[config.mk]
export PLATFORM = sky130hd
export DESIGN_NAME = speed_scheduler_flat
export DESIGN_NICKNAME = d
export VERILOG_FILES = /design/src/rtl/speed_scheduler_if.sv /design/src/rtl/speed_scheduler.sv /design/src/flat_wrapper.sv
export SDC_FILE = /design/constraint.sdc
export NUM_CORES = 1
export LEC_CHECK = 0
export ABC_CLOCK_PERIOD_IN_PS = 3900
export CAP_MARGIN = 10
export CORE_MARGIN = 3
export CORE_UTILIZATION = 59
export CTS_BUF_LIST = sky130_fd_sc_hd__clkbuf_4 sky130_fd_sc_hd__clkbuf_8
export DETAILED_ROUTE_END_ITERATION = 12
export PLACE_DENSITY_LB_ADDON = 0.12
export SLEW_MARGIN = 25
export SYNTH_ARGS = -nofsm -noshare
export SYNTH_HDL_FRONTEND = slang
export SYNTH_SLANG_ARGS = --single-unit
[constraint.sdc]
create_clock -name clk -period 3.9 [get_ports clk]
set_input_delay 0.585 -clock clk [delete_from_list [all_inputs] [get_ports clk]]
set_output_delay 0.585 -clock clk [all_outputs]
set_load 0.05 [all_outputs]
[src/rtl/speed_scheduler_if.sv]
// Control and status bundle between the game logic and the speed scheduler.
// The master side drives the game controls and the divided clock feedback.
interface speed_scheduler_if;
  logic       start;
  logic       pause;
  logic       hit;
  logic       d_clock;
  logic [7:0] div_f;
  logic [3:0] level;
  logic       game_tick;
  logic       running;
  logic       game_over;

  modport master (
    output start, pause, hit, d_clock,
    input  div_f, level, game_tick, running, game_over
  );

  modport slave (
    input  start, pause, hit, d_clock,
    output div_f, level, game_tick, running, game_over
  );
endinterface

[src/rtl/speed_scheduler.sv]
// Game-speed controller: emits one game_tick per divided-clock period in RUN and
// shortens the divide factor every TICKS_PER_LEVEL ticks, committing at a safe point.
module speed_scheduler #(
  parameter int unsigned BASE_DIV        = 200,
  parameter int unsigned MIN_DIV         = 40,
  parameter int unsigned STEP            = 16,
  parameter int unsigned TICKS_PER_LEVEL = 64,
  parameter int unsigned MAX_LEVEL       = 9
) (
  input logic               clk,
  input logic               rst,
  speed_scheduler_if.slave  bus
);

  typedef enum logic [1:0] {S_IDLE, S_RUN, S_PAUSED, S_OVER} state_e;

  localparam logic [7:0] BASE_F    = 8'(BASE_DIV);
  localparam logic [7:0] MIN_F     = 8'(MIN_DIV);
  localparam logic [7:0] STEP_F    = 8'(STEP);
  localparam logic [8:0] FLOOR_CMP = 9'(MIN_DIV + STEP);
  localparam logic [7:0] TPL_LAST  = 8'(TICKS_PER_LEVEL - 1);
  localparam logic [3:0] LVL_MAX   = 4'(MAX_LEVEL);

  state_e     state_q, state_d;
  logic [7:0] div_f_q, div_f_d;
  logic [3:0] level_q, level_d;
  logic [7:0] tick_cnt_q, tick_cnt_d;
  logic       pending_q, pending_d;
  logic       game_tick_q, game_tick_d;
  logic       d_s_q, d_s_d;
  logic       d_p_q, d_p_d;
  logic       rise, fall;

  assign rise = d_s_q & ~d_p_q;
  assign fall = ~d_s_q & d_p_q;

  always_comb begin
    // NOTE: every variable gets its hold value first so no path leaves it unassigned (no latch).
    state_d     = state_q;
    div_f_d     = div_f_q;
    level_d     = level_q;
    tick_cnt_d  = tick_cnt_q;
    pending_d   = pending_q;
    game_tick_d = 1'b0;
    d_s_d       = bus.d_clock;
    d_p_d       = d_s_q;

    unique case (state_q)
      S_IDLE, S_OVER: begin
        if (bus.start && !bus.pause) begin
          state_d    = S_RUN;
          div_f_d    = BASE_F;
          level_d    = 4'd0;
          tick_cnt_d = 8'd0;
          pending_d  = 1'b0;
        end
      end
      S_RUN: begin
        // Commit only right after the divider wrapped to 0, so the new div_f is never below its count.
        if (fall && pending_q) begin
          level_d   = level_q + 4'd1;
          pending_d = 1'b0;
          div_f_d   = ({1'b0, div_f_q} >= FLOOR_CMP) ? div_f_q - STEP_F : MIN_F;
        end
        if (rise) begin
          game_tick_d = 1'b1;
          if (tick_cnt_q == TPL_LAST) begin
            tick_cnt_d = 8'd0;
            if (level_q < LVL_MAX) pending_d = 1'b1;
          end else begin
            tick_cnt_d = tick_cnt_q + 8'd1;
          end
        end
        if (bus.hit) begin
          state_d = S_OVER;
          div_f_d = BASE_F;
        end else if (bus.pause) begin
          state_d = S_PAUSED;
        end
      end
      S_PAUSED: begin
        if (bus.hit) begin
          state_d = S_OVER;
          div_f_d = BASE_F;
        end else if (!bus.pause) begin
          state_d = S_RUN;
        end
      end
      default: state_d = S_IDLE;
    endcase
  end

  // NOTE: sequential state uses non-blocking assignments so every flop samples pre-edge values.
  always_ff @(posedge clk or negedge rst) begin
    if (!rst) begin
      state_q     <= S_IDLE;
      div_f_q     <= BASE_F;
      level_q     <= 4'd0;
      tick_cnt_q  <= 8'd0;
      pending_q   <= 1'b0;
      game_tick_q <= 1'b0;
      d_s_q       <= 1'b0;
      d_p_q       <= 1'b0;
    end else begin
      state_q     <= state_d;
      div_f_q     <= div_f_d;
      level_q     <= level_d;
      tick_cnt_q  <= tick_cnt_d;
      pending_q   <= pending_d;
      game_tick_q <= game_tick_d;
      d_s_q       <= d_s_d;
      d_p_q       <= d_p_d;
    end
  end

  assign bus.div_f     = div_f_q;
  assign bus.level     = level_q;
  assign bus.game_tick = game_tick_q;
  assign bus.running   = (state_q == S_RUN);
  assign bus.game_over = (state_q == S_OVER);

endmodule

[src/flat_wrapper.sv]
// flat-port wrapper written by rule: the top's interface ports become plain ports
module speed_scheduler_flat 
#(
  parameter int unsigned BASE_DIV        = 200,
  parameter int unsigned MIN_DIV         = 40,
  parameter int unsigned STEP            = 16,
  parameter int unsigned TICKS_PER_LEVEL = 64,
  parameter int unsigned MAX_LEVEL       = 9
)
  (clk, rst, bus_start, bus_pause, bus_hit, bus_d_clock, bus_div_f, bus_level, bus_game_tick, bus_running, bus_game_over);
  speed_scheduler_if bus_i ();
  input logic clk;
  input logic rst;
  input wire logic [$bits(bus_i.start)-1:0] bus_start;
  input wire logic [$bits(bus_i.pause)-1:0] bus_pause;
  input wire logic [$bits(bus_i.hit)-1:0] bus_hit;
  input wire logic [$bits(bus_i.d_clock)-1:0] bus_d_clock;
  output wire logic [$bits(bus_i.div_f)-1:0] bus_div_f;
  output wire logic [$bits(bus_i.level)-1:0] bus_level;
  output wire logic [$bits(bus_i.game_tick)-1:0] bus_game_tick;
  output wire logic [$bits(bus_i.running)-1:0] bus_running;
  output wire logic [$bits(bus_i.game_over)-1:0] bus_game_over;
  assign bus_i.start = bus_start;
  assign bus_i.pause = bus_pause;
  assign bus_i.hit = bus_hit;
  assign bus_i.d_clock = bus_d_clock;
  assign bus_div_f = bus_i.div_f;
  assign bus_level = bus_i.level;
  assign bus_game_tick = bus_i.game_tick;
  assign bus_running = bus_i.running;
  assign bus_game_over = bus_i.game_over;
  speed_scheduler #(.BASE_DIV(BASE_DIV), .MIN_DIV(MIN_DIV), .STEP(STEP), .TICKS_PER_LEVEL(TICKS_PER_LEVEL), .MAX_LEVEL(MAX_LEVEL)) u_core (.clk(clk), .rst(rst), .bus(bus_i));
endmodule
==> reports/metrics.yaml <==
run_status:
  status: "finished, final reports clean"
setup_path:
  critPathMaxFanout: 15
  critPathSlowestCell: "clkdlybuf4s50_1"
  crit_type: "register to primary output"
  setup.worst_path.end_class: "primary output"
  arrival_ps: 2210
  critPathRequiredTime_ps: 3310
  cpPeakStageDelay_ps: 910
  crit_chain: "inv_1, ha_1, clkdlybuf4s50_1"
  critPathLaunchType: "register"
power_and_ir_drop:
  pwr_density_cell_mw_per_mm2: 656
  combPwrFrac: 0.563
  leakage_nw: 0.658
  p_sw_w: 0.000505
  swShare: 0.493
  seqPwrFrac: 0.325
  clockPowerShare: 0.111
  peakVddDrop_v: 0.000594
  p_int_w: 0.000518
global_route:
  antenna_found_initial: 0
  grt_max_degree: 24
  grt_pass1_vias: 1116
  grt_first_pass_wirelength_um: 4950
  grt-ovfl-total: 0
  grt_usage: 0.236
detailed_routing:
  num_vias: 1122
  wl_um: 2860
  first_pass_iters: 4
  viasPerCell: 5.91
  drc_errors: 0
  avgRoutedWirePerCell_um: 15.1
  drt.antenna.violating_nets: 0
  drt_iter0_markers: 27
logic_synthesis:
  yosys.area_share.simple: 0.243
  yosysWarnings: 0
  yosys-top-cells-count: "dfrtp_1 (20), nand2_1 (20), inv_1 (12)"
  synthMuxAreaShare: 0
  synth_edf_count: 0
  ys_ff_latch: 23
  ys_top_cells_by_area: "dfrtp_1 (37%), ha_1 (7.4%), dfstp_2 (5.8%)"
  netlist.area_leader.share: 0.368
  synth_top_family_by_area: "simple AND/OR/NAND/NOR gates"
  syn_inst: 147
  avgSynthCellArea_sq_um: 9.26
  synthAdderAreaFrac: 0.0735
  synth-compound-area-share: 0.194
  synth_ff_type: "dfrtp_1"
  ys_seq_area_frac: 0.426
  syn_area_sq_mm: 0.00136
  synth_cell_type_count: 45
  synth_xor_xnor_area_share: 0
  synth_top_area_cell: "dfrtp_1"
  ys_async_sr_fraction: 1.00
worst_hold_path:
  hold_class: "primary input to async pin"
timing:
  finalCriticalPeriod_ps: 2790
  slew_headroom: 0.605
  finClkSkew_ps: 6.27
  worst_pin_slew_ps: 593
  rsz0062_at_grt: "no"
  fin_setup_tns_ps: 0
  finalSetupViolCount: 0
  drv_slew: 0
  max_freq_mhz: 358
  post-route-period-util: 0.717
  finalHoldViolCount: 0
clocking:
  cts_max_level: 1
  clk_latency_ps: 320
  clock-sinks: 23
  cts_resized: 0
  cts_tree: "done"
  post_cts_buffers: 0
  ctsHoldBuffers: 0
  cts_inserted_buffers: 3
  clk_pin_slew_ps: 130
  root_buffer: "clkbuf_4"
  clk_path_buf_depth: 2
placement:
  placed_cell_area_sq_mm: 0.00153
  gp_congestion: 0.855
  dpl.hpwl_um: 2080
  numPortBuffers: 17
die:
  initial_core_util: 0.660
  die_w_um: 54.0
  num_rows: 16
  die_h_um: 54.0
  fp.dieArea_sq_mm: 0.00292
  core_area_sq_mm: 0.00206
  ios: 21
final_layout:
  final_area_sq_mm: 0.00156
  finalNetCount: 178
  drive_above_1_share: 0.0982
  diodes: 0
  area_growth_pct: 14.5
job:
  maxCapViolations: 0
[area by class of cell]
class	count	area [sq um]
Clock buffer	3	22.5
Clock inverter	1	7.51
Fill cell	137	503
Inverter	12	45.0
Multi-Input combinational cell	107	706
Sequential cell	23	579
Tap cell	27	33.8
Timing Repair Buffer	17	165
[layout by cell type (no fill, tap or decap), drive strengths merged, types with 3 or more instances in the layout]
cell / count
a21oi: 11
clkbuf: 3
clkdlybuf4s50: 16
conb: 3
dfrtp: 20
dfstp: 3
ha: 8
inv: 12
nand2: 20
nand2b: 3
nand3: 10
nand3b: 3
o21ai: 10
or3: 4
or4: 3
[power groups by stage]
| stage | Combinational, W | Sequential (W) | Clock, W |
|---|---|---|---|
| floorplan | 0.000360 | 0.000399 | 0 |
| global placement | 0.000554 | 0.000332 | 0 |
| detailed placement | 0.000570 | 0.000336 | 0 |
| CTS | 0.000574 | 0.000333 | 0.000119 |
| global route | 0.000637 | 0.000340 | 0.000130 |
| finish | 0.000576 | 0.000333 | 0.000114 |
[per-layer routing]
metal	track usage	vias up	routed length [um]
met5	0	-	0
met2	0.399	34	1430
met4	0.0871	0	10
met3	0.0360	2	147
li1	-	558	-
met1	0.303	528	1270
[flip-flops by register name, indices dropped and copies added (netlist names)]
register	flops
u_core.bus.div_f	5
u_core.tick_cnt_q	8
u_core.bus.game_tick	1
u_core.d_p_d	1
u_core.bus.level	4
u_core.state_q	2
u_core.pending_q	1
u_core.d_p_q	1
[metrics by stage]
stage	worst slack [ps]	hold slack, ps	power (W)	cells	utilization
global route	985	221	0.00111	190	0.756
floorplan	1960	289	0.000759	149	-
CTS	1120	536	0.00103	190	0.758
detailed placement	1410	512	0.000906	186	0.744
global placement	1490	499	0.000886	186	0.744
finish	1110	213	0.00102	190	0.756
[final timing paths]
path | startpoint | end | slack (ps) | cells after the start
setup / recovery | u_core.state_q[1] | bus_running | 1110 | 3
hold / removal | rst | u_core.tick_cnt_q[0] | 210 | 1
setup reg to reg | u_core.state_q[0] | u_core.tick_cnt_q[7] | 1760 | 5
hold reg to reg | u_core.d_p_d | u_core.d_p_q | 540 | 0
max in group asynchronous | rst | u_core.bus.div_f[3] | 3320 | 1
min in group clk | u_core.d_p_d | u_core.d_p_q | 540 | 0
[critical path, delay by kind of cell, from the launching register on]
kind       cells  cell delay, ps
buf+inv        2             990
fa+ha+maj      1             480
flops          1             430
[kinds of logic (layout without fill, tap and decap cells)]
logic type                 Yosys count  after routing
AOI/OAI and AO/OA                   39             39
adders and majority gates            8              8
buffers and inverters               19             33
DFF                                 23             23
other                                1              3
and+or+nand+nor                     57             57
Power figures use the tool's default switching activity.
